## config.mk

```make
export PLATFORM = sky130hd
export DESIGN_NAME = pf_ddr3_dqs_eye_trainer
export DESIGN_NICKNAME = d
export VERILOG_FILES = /design/src/rtl/pf_ddr3_dqs_eye_trainer.sv
export SDC_FILE = /design/constraint.sdc
export NUM_CORES = 1
export LEC_CHECK = 0
export CAP_MARGIN = 20
export CORE_ASPECT_RATIO = 0.6
export CORE_MARGIN = 4
export CORE_UTILIZATION = 43
export CTS_CLUSTER_SIZE = 8
export DETAILED_ROUTE_END_ITERATION = 10
export GPL_ROUTABILITY_DRIVEN = 1
export PLACE_DENSITY = 0.71
export SLEW_MARGIN = 25
export SYNTH_ARGS = -nofsm -noshare
export SYNTH_HDL_FRONTEND = slang
export SYNTH_SLANG_ARGS = --single-unit
export TNS_END_PERCENT = 30
```

## constraint.sdc

```tcl
create_clock -name FAB_CLK -period 6.3 [get_ports FAB_CLK]
set_input_delay 1.26 -clock FAB_CLK [delete_from_list [all_inputs] [get_ports FAB_CLK]]
set_output_delay 1.26 -clock FAB_CLK [all_outputs]
set_load 0.05 [all_outputs]
```

## src/rtl/pf_ddr3_dqs_eye_trainer.sv

```systemverilog
// DQS eye trainer: steps each lane's IOD delay line until the early/late flags balance.
// Define DQS_TRAINER_WATCHDOG_EN to fail a lane after MAX_STEPS delay moves.
module pf_ddr3_dqs_eye_trainer #(
    parameter int NUM_LANES     = 2,
    parameter int DELAY_W       = 8,
    parameter int SETTLE_CYCLES = 8,
    parameter int STABLE_COUNT  = 4,
    parameter int MAX_STEPS     = 255
) (
    input  logic                         FAB_CLK,
    input  logic                         RX_SYNC_RST,
    input  logic                         START,
    input  logic [NUM_LANES-1:0]         EYE_MONITOR_EARLY,
    input  logic [NUM_LANES-1:0]         EYE_MONITOR_LATE,
    input  logic [NUM_LANES-1:0]         DELAY_LINE_OUT_OF_RANGE,
    output logic [NUM_LANES-1:0]         DELAY_LINE_MOVE,
    output logic [NUM_LANES-1:0]         DELAY_LINE_DIRECTION,
    output logic [NUM_LANES-1:0]         DELAY_LINE_LOAD,
    output logic [NUM_LANES-1:0]         EYE_MONITOR_CLEAR_FLAGS,
    output logic                         BUSY,
    output logic                         DONE,
    output logic [NUM_LANES-1:0]         LANE_LOCKED,
    output logic [NUM_LANES-1:0]         LANE_FAIL,
    output logic [NUM_LANES*DELAY_W-1:0] TAP_POS
);

    localparam int LW  = (NUM_LANES > 1) ? $clog2(NUM_LANES) : 1;
    localparam int SCW = (SETTLE_CYCLES > 1) ? $clog2(SETTLE_CYCLES) : 1;
    localparam int STW = $clog2(STABLE_COUNT + 1);
    localparam int SPW = $clog2(MAX_STEPS + 1);

    localparam logic [SCW-1:0] SETTLE_INIT = SCW'(SETTLE_CYCLES - 1);
    localparam logic [STW-1:0] STABLE_LOCK = STW'(STABLE_COUNT);
    localparam logic [SPW-1:0] STEP_MAX    = SPW'(MAX_STEPS);
    localparam logic [LW-1:0]  LAST_LANE   = LW'(NUM_LANES - 1);

    localparam logic signed [DELAY_W-1:0] TAP_MAX = {1'b0, {(DELAY_W-1){1'b1}}};
    localparam logic signed [DELAY_W-1:0] TAP_MIN = {1'b1, {(DELAY_W-1){1'b0}}};

    typedef enum logic [2:0] {
        IDLE,
        LOAD,
        CLEAR,
        SETTLE,
        SAMPLE,
        MOVE,
        NEXT,
        FIN
    } state_t;

    state_t                     state;
    logic [LW-1:0]              lane;
    logic [SCW-1:0]             settle_cnt;
    logic [STW-1:0]             stable_cnt;
    logic [STW-1:0]             stable_nxt;
    logic [SPW-1:0]             step_cnt;
    logic [NUM_LANES-1:0]       lane_sel;
    logic signed [DELAY_W-1:0]  tap_cur;
    logic                       early;
    logic                       late;
    logic                       oor;

    assign lane_sel   = NUM_LANES'(1) << lane;
    assign tap_cur    = TAP_POS[lane*DELAY_W +: DELAY_W];
    assign early      = EYE_MONITOR_EARLY[lane];
    assign late       = EYE_MONITOR_LATE[lane];
    assign oor        = DELAY_LINE_OUT_OF_RANGE[lane];
    assign stable_nxt = stable_cnt + 1'b1;

    always_ff @(posedge FAB_CLK) begin
        if (RX_SYNC_RST) begin
            state                   <= IDLE;
            lane                    <= '0;
            settle_cnt              <= '0;
            stable_cnt              <= '0;
            step_cnt                <= '0;
            DELAY_LINE_MOVE         <= '0;
            DELAY_LINE_DIRECTION    <= '0;
            DELAY_LINE_LOAD         <= '0;
            EYE_MONITOR_CLEAR_FLAGS <= '0;
            BUSY                    <= 1'b0;
            DONE                    <= 1'b0;
            LANE_LOCKED             <= '0;
            LANE_FAIL               <= '0;
            TAP_POS                 <= '0;
        end else begin
            // control strobes are single-cycle unless re-armed below
            DELAY_LINE_MOVE         <= '0;
            DELAY_LINE_DIRECTION    <= '0;
            DELAY_LINE_LOAD         <= '0;
            EYE_MONITOR_CLEAR_FLAGS <= '0;
            DONE                    <= 1'b0;

            unique case (state)
                IDLE: begin
                    if (START) begin
                        state           <= LOAD;
                        BUSY            <= 1'b1;
                        lane            <= '0;
                        LANE_LOCKED     <= '0;
                        LANE_FAIL       <= '0;
                        TAP_POS         <= '0;
                        DELAY_LINE_LOAD <= NUM_LANES'(1);
                    end
                end
                LOAD: begin
                    TAP_POS[lane*DELAY_W +: DELAY_W] <= '0;
                    stable_cnt              <= '0;
                    step_cnt                <= '0;
                    EYE_MONITOR_CLEAR_FLAGS <= lane_sel;
                    state                   <= CLEAR;
                end
                CLEAR: begin
                    settle_cnt <= SETTLE_INIT;
                    state      <= SETTLE;
                end
                SETTLE: begin
                    if (settle_cnt == '0) begin
                        state <= SAMPLE;
                    end else begin
                        settle_cnt <= settle_cnt - 1'b1;
                    end
                end
                SAMPLE: begin
                    if (oor) begin
                        LANE_FAIL[lane] <= 1'b1;
                        state           <= NEXT;
                    end else if (early == late) begin
                        stable_cnt <= stable_nxt;
                        if (stable_nxt == STABLE_LOCK) begin
                            LANE_LOCKED[lane] <= 1'b1;
                            state             <= NEXT;
                        end else begin
                            EYE_MONITOR_CLEAR_FLAGS <= lane_sel;
                            state                   <= CLEAR;
                        end
                    end else begin
                        // move strobe and tap update land together so direction is valid with MOVE
                        stable_cnt           <= '0;
                        DELAY_LINE_MOVE      <= lane_sel;
                        DELAY_LINE_DIRECTION <= early ? lane_sel : '0;
                        if (early) begin
                            if (tap_cur != TAP_MAX) begin
                                TAP_POS[lane*DELAY_W +: DELAY_W] <= tap_cur + DELAY_W'(1);
                            end
                        end else if (tap_cur != TAP_MIN) begin
                            TAP_POS[lane*DELAY_W +: DELAY_W] <= tap_cur - DELAY_W'(1);
                        end
                        state <= MOVE;
                    end
                end
                MOVE: begin
                    if (step_cnt != STEP_MAX) begin
                        step_cnt <= step_cnt + 1'b1;
                    end
`ifdef DQS_TRAINER_WATCHDOG_EN
                    if (step_cnt == STEP_MAX - 1'b1) begin
                        LANE_FAIL[lane] <= 1'b1;
                        state           <= NEXT;
                    end else begin
                        EYE_MONITOR_CLEAR_FLAGS <= lane_sel;
                        state                   <= CLEAR;
                    end
`else
                    EYE_MONITOR_CLEAR_FLAGS <= lane_sel;
                    state                   <= CLEAR;
`endif
                end
                NEXT: begin
                    if (lane == LAST_LANE) begin
                        DONE  <= 1'b1;
                        state <= FIN;
                    end else begin
                        lane            <= lane + 1'b1;
                        DELAY_LINE_LOAD <= lane_sel << 1;
                        state           <= LOAD;
                    end
                end
                FIN: begin
                    BUSY  <= 1'b0;
                    state <= IDLE;
                end
                default: begin
                    BUSY  <= 1'b0;
                    state <= IDLE;
                end
            endcase
        end
    end

endmodule

```

==> flow_summary.ini <==
[power_and_ir_drop]
seq_power_share = 0.483
comb_power_share = 0.215
p_per_area_mw_per_mm2 = 218
cell_int_power_uw = 399
power.static_leakage_nw = 0.968
power_switching_share = 0.314
switching_power_uw = 183
clock_power_share = 0.302
ir_worst_vdd_mv = 0.115

[grt]
antenna_found_initial = 0
grt_remaining_overflow = 0
largest_net_degree_at_the_start_of_global_routing = 34
global_route_wire_length_before_repair_um = 9690
via_count_of_the_first_global_routing_pass = 1950
groute.usage.overall = 0.188

[finish]
drive_above_1_share = 0.0610
flow.area_growth_from_synthesis_pct = 22.7
antenna-diode-count = 0
layout.filler_cells = 444
nets = 311
multi_input_comb_area_sq_mm = 0.00126
seqCellArea_sq_um = 801

[sta]
worst_pin_slew_ns = 0.636
rsz_0062_raised_after_global_routing = no
slew_viol_final = 0
finalSetupTns_ns = 0
setup_viol = 0
max_freq_mhz = 305
clock-skew-final_ns = 0.00485
min_period_ns = 3.28
timing.slew.headroom = 0.564
portion_of_the_clock_cycle_consumed_by_the_worst_path_in_the_final_layout = 0.521
final-hold-violation-count = 0
final_layout_worst_hold_slack_ns = 0.474

[critical_path]
crit_family = compound AO/OA/AOI/OAI gates
crit_path_cell_trace = clkdlybuf4s50_1, mux2i_1, nand2b_1, o32a_1, nand3b_1, o21ai_0, a21oi_1
worst_setup_path_startpoint = EYE_MONITOR_EARLY[0]
worstPathMaxFanout = 8
worst-endpoint-arrival_ns = 3.44
path_buf_inv = 1
timing_worst_setup_path_type = primary input to flip-flop
required_ns = 6.46
cell_with_the_biggest_individual_delay_on_the_critical_path = sky130_fd_sc_hd__mux2i_1
slowest_delay_ns = 0.54
cp-end-kind = flip-flop
start_of_the_worst_register_to_register_path = lane
critical_path.startpoint_type = primary input

[cts]
cts_hold_buffers = 0
cts_max_path_buffers = 2
path_clk_slew_ns = 0.07
post_cts.resized_instances = 0
root_buffer = sky130_fd_sc_hd__clkbuf_8
cts-buffers-inserted = 5
cts_setup_buffers = 0
clock-sinks = 40
h-tree-depth = 2
tritoncts = built
clkLatencyLatePin_ns = 0.29

[yosys]
syn-mean-instance-area_sq_um = 8.38
synth_nets = 277
most_frequent_cells_after_synthesis = sky130_fd_sc_hd__dfxtp_1, sky130_fd_sc_hd__nor2_1, sky130_fd_sc_hd__a22oi_1, sky130_fd_sc_hd__nor3_1, sky130_fd_sc_hd__nand2_1
syn-cell-area_sq_mm = 0.00218
yosysTopAreaCell = sky130_fd_sc_hd__dfxtp_1
synth_ff_type = sky130_fd_sc_hd__dfxtp_1
ys_seq_area_frac = 0.368
post_synth_main_area_contributors = sky130_fd_sc_hd__dfxtp_1, sky130_fd_sc_hd__nor2_1, sky130_fd_sc_hd__a22oi_1, sky130_fd_sc_hd__ha_1, sky130_fd_sc_hd__mux2i_1
post_synth_inst_count = 260
ys.warnings.count = 0
edff_count_synth = 0
synth.most_common_cell = sky130_fd_sc_hd__dfxtp_1
synth_cell_types = 47
synthArstFlopShare = 0
count_of_state_elements_after_synthesis = 40
synth.top_cell.area_share = 0.368

[run]
max_cap_violations = 0

[drt]
avgRoutedWirePerCell_um = 15.6
routed_wirelength_um = 5600
firstDrtPassIters = 5
drc_errors = 0
detailedRoute.firstIterationViolations = 225
num_vias = 2029
post_drt_via_cell_ratio = 5.67
postRouteAntennaNets = 0

[floorplan]
io_pins = 39
floorplan.die.height_um = 63.1
die-width_um = 99.9
effective_utilization_at_floorplan = 0.460
dieArea_sq_mm = 0.00631
placementRows = 19
core_area_sq_mm = 0.00473

[placed_design]
io_buffers = 38
gpl.final_weighted_congestion = 0.902
hpwl_um = 4030

[min_path]
min_delay_src = LANE_FAIL[1]
hp-class = flip-flop to flip-flop

[status]
run_status = finished clean
-- state kept, by name, summed over array words and instances (netlist names) --
| register | flops |
|---|---|
| state | 3 |
| TAP_POS | 16 |
| EYE_MONITOR_CLEAR_FLAGS | 2 |
| DELAY_LINE_MOVE | 2 |
| lane | 1 |
| DELAY_LINE_LOAD | 2 |
| BUSY | 1 |
| DELAY_LINE_DIRECTION | 2 |
| LANE_FAIL | 2 |
| settle_cnt | 3 |
| DONE | 1 |
| LANE_LOCKED | 2 |
| stable_cnt | 3 |
-- final cells by class --
class,count,area share
clock buffers,8,0.0337
inverters,12,0.0168
multi-input cells,194,0.470
flip-flops and latches,40,0.299
well taps,63,0.0295
repair buffers,41,0.151
-- power groups by stage --
stage	clock, mW	combinational, mW	sequential (mW)
floorplan	0	0.0854	0.289
global placement	0	0.121	0.286
detailed placement	0	0.122	0.286
CTS	0.179	0.123	0.281
global route	0.191	0.139	0.283
finish	0.176	0.125	0.281
-- stage by stage --
step,std cells,cell area [sq um],worst slack [ns],util,power [mW]
2_1_floorplan,260,2180,3.64,-,0.374
4_1_cts,358,2670,3.06,0.564,0.583
6_report,358,2670,3.02,0.565,0.582
3_3_place_gp,350,2580,2.88,0.545,0.407
5_1_grt,358,2670,2.77,0.565,0.613
3_5_place_dp,350,2580,2.78,0.545,0.408
-- final timing paths --
| check | end | slack (ns) | depth (start not counted) |
|---|---|---|---|
| setup / recovery | TAP_POS[15] | 3.02 | 7 |
| setup reg to reg | TAP_POS[15] | 3.56 | 9 |
| hold / removal | LANE_FAIL[1] | 0.47 | 2 |
| hold reg to reg | LANE_FAIL[1] | 0.47 | 2 |
-- logic make-up (layout without fill, tap and decap cells) --
family	Yosys count	count (layout)	synth area share
AO/OA/AOI/OAI	56	56	0.175
XOR/XNOR	11	11	0.0442
adder cells (fa/ha/maj)	8	8	0.0460
buffers and inverters	26	61	0.0580
flip-flops	40	40	0.368
multiplexers	12	12	0.0563
AND/OR/NAND/NOR	107	107	0.253
-- cells in the final DEF, fill, tap and decap left out, drive strengths merged, types with 5 or more instances in the layout --
| cell | netlist | final |
|---|---|---|
| a31oi | 6 | 6 |
| nor3 | 16 | 16 |
| clkdlybuf4s50 | 0 | 38 |
| dfxtp | 40 | 40 |
| xnor2 | 7 | 7 |
| nor4 | 5 | 5 |
| clkbuf | 7 | 8 |
| nor2 | 33 | 33 |
| mux2i | 10 | 10 |
| or3 | 5 | 5 |
| inv | 12 | 12 |
| a22oi | 16 | 16 |
| ha | 8 | 8 |
| nand2 | 15 | 15 |
| nand3 | 5 | 5 |
| a21oi | 11 | 11 |
| o21ai | 8 | 8 |
-- tightest hold or removal path: stages, from the launching register on --
cell and delay [ns]:
sky130_fd_sc_hd__dfxtp_1 0.33, sky130_fd_sc_hd__a31oi_1 0.04, sky130_fd_sc_hd__nor2_1 0.07
-- per-layer routing --
| metal | part of all wire | track usage |
|---|---|---|
| met1 | 0.53 | 0.301 |
| met2 | 0.38 | 0.248 |
| met3 | 0.088 | 0.0474 |
| met4 | 0.0071 | 0.0392 |
| met5 | 0 | 0 |
(Power assumes the default switching activity.)
